--- src/rtl/bcd_seg_scanner.sv ---
// Two-digit BCD capture and common-anode seven-segment scanner with registered outputs.
// Optional leading-zero blanking of the tens digit is enabled by defining LZ_BLANK_EN.
module bcd_seg_scanner #(
    parameter int unsigned REFRESH_DIV    = 4,
    parameter bit          SEG_ACTIVE_LOW = 1'b1
) (
    input  logic       CLK,
    input  logic       Reset,
    input  logic [3:0] Digit0,
    input  logic [3:0] Digit1,
    input  logic       Load,
    output logic       Ack,
    output logic [6:0] Seg,
    output logic [1:0] An
);

    localparam int unsigned    CntW   = (REFRESH_DIV > 1) ? $clog2(REFRESH_DIV) : 1;
    localparam logic [CntW-1:0] CntMax = CntW'(REFRESH_DIV - 1);
    localparam logic [6:0]     SegOff = SEG_ACTIVE_LOW ? 7'h7F : 7'h00;

    logic [CntW-1:0] cnt_q, cnt_d;
    logic            sel_q, sel_d;
    logic [7:0]      shadow_q, shadow_d;
    logic            ack_q, ack_d;
    logic [1:0]      an_q, an_d;
    logic [6:0]      seg_q, seg_d;
    logic [3:0]      digit;
    logic [6:0]      pattern;

    always_comb begin
        cnt_d    = cnt_q + 1'b1;
        sel_d    = sel_q;
        shadow_d = shadow_q;
        ack_d    = Load;
        if (cnt_q == CntMax) begin
            cnt_d = '0;
            sel_d = ~sel_q;
        end
        if (Load) begin
            shadow_d = {Digit1, Digit0};
        end
    end

    // Outputs are built from the pre-edge sel/shadow, giving one cycle of latency.
    always_comb begin
        digit = sel_q ? shadow_q[7:4] : shadow_q[3:0];
        an_d  = sel_q ? 2'b01 : 2'b10;
        case (digit)
            4'd0:    pattern = 7'h7E;
            4'd1:    pattern = 7'h30;
            4'd2:    pattern = 7'h6D;
            4'd3:    pattern = 7'h79;
            4'd4:    pattern = 7'h33;
            4'd5:    pattern = 7'h5B;
            4'd6:    pattern = 7'h5F;
            4'd7:    pattern = 7'h70;
            4'd8:    pattern = 7'h7F;
            4'd9:    pattern = 7'h7B;
            default: pattern = 7'h01;
        endcase
        seg_d = SEG_ACTIVE_LOW ? ~pattern : pattern;
`ifdef LZ_BLANK_EN
        if (sel_q && (shadow_q[7:4] == 4'h0)) begin
            an_d  = 2'b11;
            seg_d = SegOff;
        end
`endif
    end

    always_ff @(posedge CLK) begin
        if (Reset) begin
            cnt_q    <= '0;
            sel_q    <= 1'b0;
            shadow_q <= 8'h00;
            ack_q    <= 1'b0;
            an_q     <= 2'b11;
            seg_q    <= SegOff;
        end else begin
            cnt_q    <= cnt_d;
            sel_q    <= sel_d;
            shadow_q <= shadow_d;
            ack_q    <= ack_d;
            an_q     <= an_d;
            seg_q    <= seg_d;
        end
    end

    assign Ack = ack_q;
    assign Seg = seg_q;
    assign An  = an_q;

endmodule

--- config.mk ---
export PLATFORM = sky130hd
export DESIGN_NAME = bcd_seg_scanner
export DESIGN_NICKNAME = d
export VERILOG_FILES = /design/src/rtl/bcd_seg_scanner.sv
export SDC_FILE = /design/constraint.sdc
export NUM_CORES = 1
export LEC_CHECK = 0
export BUFFER_PORTS_ARGS = -buffer_cell sky130_fd_sc_hd__buf_2
export CAP_MARGIN = 25
export CORE_MARGIN = 2
export CORE_UTILIZATION = 32
export DETAILED_ROUTE_END_ITERATION = 6
export PLACE_DENSITY_LB_ADDON = 0.15
export SETUP_SLACK_MARGIN = 0.1
export SYNTH_ARGS = -nofsm -noshare
export SYNTH_HDL_FRONTEND = slang
export SYNTH_SLANG_ARGS = --single-unit
--- constraint.sdc ---
create_clock -name CLK -period 1.6 [get_ports CLK]
set_input_delay 0.08 -clock CLK [delete_from_list [all_inputs] [get_ports CLK]]
set_output_delay 0.08 -clock CLK [all_outputs]
set_load 0.03 [all_outputs]
==> impl_results.md, run 1 <==
- Syn_area_per_cell: 11.0 um^2
- # Max-Cap Violations: 0
- Multi-input logic area: 502 um^2
- Slowest CP cell: dfxtp_4
- Peak supply drop: 0.000573 V
- Die Area: 3360 um^2
- Global-route wire length before repair: 2.70 mm
- Storage element area: 424 um^2
- Worst-Skew Late Latency: 0.29 ns
- Post-detailed-placement half-perimeter wirelength: 1.20 mm
- Drt drc: 0
- Syn Nets: 102
- Startpoint Class: flop
- DR vias/cell: 4.62
- Pwr/cell area: 958 nW/um^2
- Post-synthesis sequential area ratio: 45.1%
- Synth Register Bits: 21
- Fmax: 681 MHz
- Hold violation count in the final report: 0
- Largest net degree at the start of global routing: 21
- CP Capture Type: flop
- Reg clk slew, reported paths: 0.11 ns
- Routed length per placed instance: 10.8 um
- Top Ports: 21
- # H-tree levels: 1
- Std-Cell Rows: 19
- Unrepaired setup endpoints after global routing: true
- Status: complete, no violations
- Nets: 128
- Gr ovfl total: 0
- Fin crit period: 1.47 ns
- Antenna violations before repair: 0
- Worst EP required: 1.80 ns
- P_leak: 0.000513 uW
- CTS Buf Count: 3
- Max-slew violations: 0
- CP arrival: 1.67 ns
- Final Power: 1090 uW
- Cell family with most CP delay: flip-flops
- Least-Margin Pin Slew: 0.385 ns
- Post-synthesis cell count: 85
- Worst-path fanout max: 5
- PortBufs: 20
- Synth cell types: 30
- Worst Slack Setup Final: 0.131 ns
- Clock Root Buffer: clkbuf_4
- Drt pass-1 iters: 4
- Area grow syn2layout: 22.6%
- Setup Viol. Count Final: 0
- CTS tree: yes
- Vias in the first global route: 606
- Fraction of layout cells with a size suffix above 1: 36.4%
- Pre-CTS worst setup slack: 0.0968 ns
- Vias: 651
- CP Cell Sequence: mux2i_4 > ha_1 > a21o_1 > a31o_1
- RePlAce Congestion: 0.763
- Die X: 58.0 um
- CP Class: reg2reg
- Mapped Area: 932 um^2
- Hold crit path type: in2reg
- Slew HR: 74.3%
- Total wire length: 1.53 mm
- Diode count: 0
- Crit path buf inv count: 0
- FILL cells: 295
- Initial Util: 33.8%
- CP max stage delay: 0.41 ns
- Crit share post-route: 91.8%
- Total Neg Setup Slack: 0 ns
- Iteration-0 DRC Markers: 7
- Die Height: 58.0 um
- GRT Util Overall: 10.6%
- Longest Clk Path Bufs: 2
- Core area: 2760 um^2
- Setup Skew: 0.00414 ns
- Synthesis Warnings: 0
- Sink Count: 21
- DRT antenna net count: 0
[sequential cells by signal, summed over array words and instances (netlist names)]
register	flops
cnt_q	2
sel_q	1
shadow_q	8
Ack	1
Seg	7
An	2
[where the power goes]
| part | internal, uW | switching [uW] |
|---|---|---|
| Sequential | 567 | 24.4 |
| Clock | 97.0 | 148 |
| Combinational | 113 | 145 |
[cell usage in the layout (no fill, tap or decap), types with 2 or more instances in the layout]
master    count
inv_1         3
a21o_1        2
mux2i_4       3
nand2_1       5
dfxtp_1      20
buf_4         4
mux2i_1       9
clkbuf_4      3
nor2_1       11
mux2_4        2
ha_1          6
o21ai_2       2
buf_2        20
[worst register-to-register path, cell delays in order, from the launching register on]
cell and delay, ns:
dfxtp_4 0.41, mux2i_4 0.29, ha_1 0.28, a21o_1 0.19
a31o_1 0.21
[final timing paths]
path / from / slack, ns / cells after the start / endpoint
worst max-delay path: sel_q$_SDFFE_PP0N_ / 0.13 / 4 / Seg[5]$_SDFF_PP1_
worst max register to register: sel_q$_SDFFE_PP0N_ / 0.13 / 4 / Seg[5]$_SDFF_PP1_
worst min register to register: cnt_q[0]$_SDFF_PP0_ / 0.44 / 1 / cnt_q[0]$_SDFF_PP0_
worst min-delay path: Digit1[3] / 0.007 / 3 / shadow_q[7]$_SDFFE_PP0P_
[final cells by class]
cell class	instances	share of cell area [%]
Clock buffer	4	2.30
Inverter	3	0.986
Multi-Input combinational cell	57	43.9
Sequential cell	21	37.1
Tap cell	31	3.40
Timing Repair Buffer	25	12.3
[per-stage QoR]
| step | hold slack, ns | instances | utilization, % | cell area, um^2 |
|---|---|---|---|---|
| 2_1_floorplan | 0.227 | 85 | - | 958 |
| 3_3_place_gp | 0.311 | 135 | 39.7 | 1100 |
| 3_5_place_dp | 0.321 | 135 | 39.7 | 1100 |
| 4_1_cts | 0.000987 | 140 | 41.2 | 1130 |
| 5_1_grt | 0.00608 | 141 | 41.4 | 1140 |
| 6_report | 0.00697 | 141 | 41.4 | 1140 |
[cell families after synthesis]
family | after synthesis | synth area share (%)
xor+xnor | 1 | 0.940
simple gates | 24 | 12.4
buf+inv | 7 | 3.76
fa+ha+maj | 6 | 8.05
flops | 21 | 45.1
compound gates | 11 | 11.1
mux | 15 | 18.7
[timing repair]
action,in CTS,in global routing
setup buffers,0,1
hold endpoints to repair,1,0
hold buffers,1,0
resized for setup,1,0
endpoints found under the setup margin,1,2
[per-layer routing]
layer | GRT usage, % | vias to the layer above | part of all wire (%)
li1 | - | 341 | -
met3 | 4.02 | 2 | 4.8
met1 | 13.4 | 293 | 48
met4 | 3.99 | 0 | 1.2
met5 | 0 | - | 0
met2 | 16.4 | 15 | 46
[Yosys cell counts (all sizes together)]
cell type  number  area share (%)
a211oi          1             1.3
a21o            2             1.6
a21oi           1            0.54
a311o           1             1.1
a31o            1            0.94
a31oi           2             3.0
buf             2             1.7
clkbuf          2            0.81
dfxtp          21              45
ha              6             8.1
inv             3             1.2
mux2            3             4.4
mux2i          12              14
nand2           5             2.0
nand3           1            0.54
nor2           11             4.4
nor2b           1            0.67
nor3            1            0.54
nor3b           1            0.81
o211ai          1            0.81
o21ai           2             1.9
or2             1            0.67
or2b            1            0.81
or3             1            0.67
or3b            1             1.2
xnor2           1            0.94
No activity file was read; power rests on OpenSTA's default activity.
==> inputs of run 2 (changes only) <==
Settings changed: BUFFER_PORTS_ARGS -buffer_cell sky130_fd_sc_hd__buf_2 to not set, DONT_BUFFER_PORTS set to 1.
==> impl_results.md, run 2 (synthesis results as in run 1) <==
- DRT antenna net count: 0
- Area grow syn2layout: 30.9%
- CP Capture Type: flop
- Max reg flops: 8
- Nets: 126
- Diode count: 0
- Hold crit path type: reg2reg
- Seq pwr share: 58.2%
- Least-Margin Pin Slew: 0.782 ns
- Hold violation count in the final report: 0
- Gr ovfl total: 0
- PortBufs: 0
- RePlAce Congestion: 0.745
- FILL cells: 284
- Sink Count: 21
- CP Class: reg2reg
- Initial Util: 33.8%
- Die Height: 58.0 um
- Routed length per placed instance: 12.5 um
- R2R Setup Slk: 0.15 ns
- Finished Layout Cells: 139
- Top reg by flops: shadow_q
- Hold Path End: cnt_q[0]$_SDFF_PP0_
- Worst EP required: 1.81 ns
- # H-tree levels: 1
- Fmax: 692 MHz
- Vias: 662
- # Max-Cap Violations: 0
- Final Power: 1110 uW
- Total wire length: 1.74 mm
- Post-layout instance area: 1220 um^2
- Die X: 58.0 um
- DR vias/cell: 4.76
- Setup Skew: 0.00318 ns
- Die Area: 3360 um^2
- Sw power: 319 uW
- Total Neg Setup Slack: 0 ns
- Crit share post-route: 90.3%
- Largest net degree at the start of global routing: 21
- Most common cell after layout, fill and taps aside: dfxtp_1
- P_int: 790 uW
- Storage element area: 424 um^2
- Sw frac: 28.7%
- Std-Cell Rows: 19
- Drt drc: 0
- FF-to-FF End: Seg[5]$_SDFF_PP1_
- CTS tree: yes
- Reg clk slew, reported paths: 0.11 ns
- Core area: 2760 um^2
- Startpoint Class: flop
- Multi-input logic area: 502 um^2
- CTS Buf Count: 3
- R2r worst-path depth: 4
- Clock share of power: 22.5%
- Peak supply drop: 0.000769 V
- Global-route wire length before repair: 3.00 mm
- Commonest non-fill, non-tap cells in the layout: 20 x dfxtp_1, 18 x dlygate4sd3_1, 11 x nor2_1
- Vias in the first global route: 628
- Worst-Skew Late Latency: 0.30 ns
- Hold Crit Start: cnt_q[0]$_SDFF_PP0_
- Unrepaired setup endpoints after global routing: true
- Worst-path fanout max: 5
- Slew HR: 47.7%
- Comb power frac: 19.2%
- Placed Area: 996 um^2
- Post-detailed-placement half-perimeter wirelength: 1.19 mm
- Clock Root Buffer: clkbuf_4
- Fin crit period: 1.45 ns
- Status: complete, no violations
- Pwr/cell area: 909 nW/um^2
- Top Ports: 21
- Iteration-0 DRC Markers: 22
- Fraction of layout cells with a size suffix above 1: 20.4%
- CP arrival: 1.65 ns
- Drt pass-1 iters: 4
- Placed cell count: 115
- GRT Util Overall: 12.1%
- Max-slew violations: 0
- WHS Path Cells: 1
- Antenna violations before repair: 0
- Longest Clk Path Bufs: 2
- Setup Viol. Count Final: 0
- Reg2reg start: sel_q$_SDFFE_PP0N_
- P_leak: 0.000504 uW
[run 2: metal layers]
layer / vias up / GRT usage [%] / share of wire, %
met5: - / 0 / 0
met4: 0 / 2.99 / 0.98
met3: 2 / 4.91 / 5.8
met2: 16 / 19.5 / 48
met1: 304 / 15.1 / 45
li1: 340 / - / -
[run 2: timing repair]
| action | 4_1_cts | 5_1_grt |
|---|---|---|
| setup buffers | 0 | 2 |
| hold buffers | 18 | 0 |
| resized for setup | 0 | 2 |
| endpoints found under the setup margin | 0 | 5 |
| endpoints found under the hold margin | 21 | 0 |
[run 2: critical path: stages, from the launching register on]
cell and delay [ns]:
dfxtp_4 0.41, mux2i_4 0.30, ha_1 0.27, a21o_1 0.20
a31o_1 0.17
[run 2: worst max-delay path by stage]
| stage | startpoint | to | slack, ns | depth (start not counted) |
|---|---|---|---|---|
| after detailed placement | sel_q$_SDFFE_PP0N_ | Seg[5]$_SDFF_PP1_ | 0.12 | 4 |
| final | sel_q$_SDFFE_PP0N_ | Seg[5]$_SDFF_PP1_ | 0.15 | 4 |
| after global placement | sel_q$_SDFFE_PP0N_ | Seg[5]$_SDFF_PP1_ | 0.14 | 4 |
| after CTS | sel_q$_SDFFE_PP0N_ | Seg[5]$_SDFF_PP1_ | 0.10 | 4 |
| after global routing | sel_q$_SDFFE_PP0N_ | Seg[0]$_SDFF_PP1_ | 0.09 | 6 |
| after floorplan | sel_q$_SDFFE_PP0N_ | Seg[5]$_SDFF_PP1_ | 0.10 | 5 |
[run 2: power groups by stage]
stage          Combinational, uW  Sequential, uW  Clock [uW]
6_report                     213             646         250
5_1_grt                      238             654         304
4_1_cts                      207             647         265
3_5_place_dp                 157             660           0
3_3_place_gp                 156             659           0
2_1_floorplan                146             651           0
[run 2: final cells by class]
type / instances / area share, %
tap: 31 / 3.18
inverter: 3 / 0.923
clock buffer: 4 / 2.15
timing repair buffer: 23 / 17.8
sequential: 21 / 34.8
multi-input combinational: 57 / 41.1
[run 2: metrics by stage]
stage	hold WS, ns	setup WS (ns)	util, %
3_3_place_gp	0.154	0.142	36.1
5_1_grt	0.442	0.0933	44.2
3_5_place_dp	0.157	0.122	36.1
6_report	0.435	0.155	44.2
4_1_cts	0.445	0.103	43.6
2_1_floorplan	0.227	0.100	-
==> inputs of run 3 (changes only) <==
Settings changed: ABC_AREA set to 1, CORE_UTILIZATION 32 to 53.
==> impl_results.md, run 3 <==
- Sink Count: 21
- Crit share post-route: 82.9%
- Final Power: 1300 uW
- Largest area contributor in the netlist: dfxtp_1
- # H-tree levels: 1
- Total wire length: 1.51 mm
- Global-route wire length before repair: 2.73 mm
- Most common cell after layout, fill and taps aside: dfxtp_1
- Fraction of layout cells with a size suffix above 1: 16.9%
- R2r worst-path depth: 9
- Gr ovfl total: 0
- CP Cell Sequence: inv_4 > nand2_1 > nand2_2 > inv_1 > ha_1 > inv_1 > nand3_1 > nand3_1 > nand3_1
- CTS Buf Count: 3
- R2R Setup Slk: 0.27 ns
- Least-Margin Pin Slew: 0.432 ns
- Crit path buf inv count: 3
- Hold Path End: shadow_q[7]$_SDFFE_PP0P_
- Placed cell count: 128
- Top cells by area, synth: dfxtp_1 45%, nand3_1 9.1%, ha_1 8.0%
- Cell family with most CP delay: simple AND/OR/NAND/NOR gates
- Syn Nets: 129
- Placed Area: 948 um^2
- CP Class: reg2reg
- Unrepaired setup endpoints after global routing: false
- Syn_area_per_cell: 8.36 um^2
- Yosys top cell area share: 44.9%
- Worst-Skew Late Latency: 0.29 ns
- Routed length per placed instance: 10.7 um
- Worst Hold Slack: -0.00632 ns
- Worst-path fanout max: 6
- Worst EP required: 1.76 ns
- Total Neg Setup Slack: 0 ns
- Drt pass-1 iters: 4
- Failing checks: negative hold slack
- Reg2reg start: sel_q$_SDFFE_PP0N_
- Vias in the first global route: 663
- Top Ports: 21
- Slowest CP cell: dfxtp_2
- Peak supply drop: 0.000779 V
- Largest net degree at the start of global routing: 18
- Max-slew violations: 0
- # Max-Cap Violations: 0
- Antenna violations before repair: 0
- Synth Register Bits: 21
- Primary FF master, synth: dfxtp_1
- Slew HR: 71.2%
- Std-Cell Rows: 15
- Die X: 46.0 um
- Commonest non-fill, non-tap cells in the layout: 20 x dfxtp_1, 17 x nand3_1, 15 x inv_1, 15 x nand2_1, 10 x a21oi_1
- Post-layout instance area: 1070 um^2
- Setup Skew: 0.00362 ns
- EDFF count, synth: 0
- FF-to-FF End: Seg[3]$_SDFF_PP1_
- P_leak: 0.000503 uW
- Longest Clk Path Bufs: 2
- Synth cell types: 16
- Worst path most repeated cell: nand3_1
- Hold Crit Start: Digit1[3]
- Synthesis Warnings: 0
- Fin crit period: 1.33 ns
- Initial Util: 55.4%
- CP arrival: 1.49 ns
- Reg clk slew, reported paths: 0.11 ns
- Post-synthesis cell count: 112
- Pwr/cell area: 1210 nW/um^2
- Hold violation count in the final report: 1
- WHS Path Cells: 2
- Nets: 142
- Finished Layout Cells: 141
- Ys async rst share: 0%
- RePlAce Congestion: 0.902
- Core area: 1690 um^2
- Status: complete, but fails checks
- CP Capture Type: flop
- Most instantiated cells after synthesis: 21 x dfxtp_1, 17 x nand3_1, 15 x inv_1, 15 x nand2_1, 10 x a21oi_1
- GRT Util Overall: 17.5%
- Most frequent cell after synthesis: dfxtp_1
- Hold crit path type: in2reg
- Startpoint Class: flop
- Fmax: 754 MHz
- Setup Viol. Count Final: 0
- Die Height: 46.0 um
- Area grow syn2layout: 14.0%
- DRT antenna net count: 0
- Clock Root Buffer: clkbuf_4
- PortBufs: 0
- Diode count: 0
- CTS tree: yes
- CP max stage delay: 0.36 ns
- DR vias/cell: 5.08
- Max reg flops: 8
- Post-detailed-placement half-perimeter wirelength: 1.16 mm
- Vias: 716
- Post-synthesis sequential area ratio: 44.9%
- Drt drc: 0
- Die Area: 2120 um^2
- Mapped Area: 936 um^2
- Iteration-0 DRC Markers: 5
- Top reg by flops: shadow_q
[run 3: cell types whose count changed after synthesis, sizes merged, moves of 8 or more]
cell   delta
a21oi     +9
inv      +13
mux2i    -12
nand2    +19
nand3    +16
o21ai     +8
[run 3: worst max-delay path by stage]
stage / from / cells after the start / slack [ns] / end
floorplan: sel_q$_SDFFE_PP0N_ / 9 / 0.32 / Seg[3]$_SDFF_PP1_
global placement: sel_q$_SDFFE_PP0N_ / 7 / 0.29 / Seg[3]$_SDFF_PP1_
detailed placement: sel_q$_SDFFE_PP0N_ / 9 / 0.25 / Seg[3]$_SDFF_PP1_
CTS: sel_q$_SDFFE_PP0N_ / 9 / 0.22 / Seg[3]$_SDFF_PP1_
global route: sel_q$_SDFFE_PP0N_ / 9 / 0.12 / Seg[3]$_SDFF_PP1_
finish: sel_q$_SDFFE_PP0N_ / 9 / 0.27 / Seg[3]$_SDFF_PP1_
[run 3: area by class of cell]
| cell class | instances | area [um^2] |
|---|---|---|
| inverter | 16 | 62.6 |
| tap | 17 | 21.3 |
| clock inverter | 1 | 5.00 |
| timing repair buffer | 11 | 103 |
| clock buffer | 3 | 22.5 |
| fill | 142 | 622 |
| multi-input combinational | 72 | 432 |
| sequential | 21 | 422 |
[run 3: cells by family after synthesis]
family	after synthesis	share of synthesized area, %
DFF	21	44.9
buffers and inverters	19	8.96
AOI/OAI and AO/OA	20	11.5
and+or+nand+nor	46	26.6
adders and majority gates	6	8.02
[run 3: metrics by stage]
step / util [%] / setup WS [ns]
6_report: 63.2 / 0.274
5_1_grt: 63.2 / 0.119
4_1_cts: 62.5 / 0.222
3_5_place_dp: 56.1 / 0.248
3_3_place_gp: 56.1 / 0.294
2_1_floorplan: - / 0.316
[run 3: metal layers]
metal / vias to the layer above / GRT usage (%) / wire [um]
met5: - / 0 / 0
met4: 0 / 5.71 / 9
met3: 2 / 4.37 / 53
met2: 16 / 29.7 / 741
met1: 314 / 21.3 / 700
li1: 384 / - / -
[run 3: where the power goes]
group | total, uW | switching, uW | internal [uW]
sequential | 710 | 116 | 594
clock | 240 | 147 | 92.7
combinational | 345 | 208 | 137
[run 3: worst reg2reg max path, stage by stage, from the launching register on]
cell and delay [ns]:
dfxtp_2 0.36, inv_4 0.08, nand2_1 0.06, nand2_2 0.10
inv_1 0.08, ha_1 0.19, inv_1 0.05, nand3_1 0.11
nand3_1 0.10, nand3_1 0.06
[run 3: repair_timing]
action | 4_1_cts | 5_1_grt
buffers inserted | 0 | 1
hold buffers | 8 | 0
endpoints found under the setup margin | 0 | 3
resized for setup | 0 | 2
hold endpoints to repair | 12 | 0
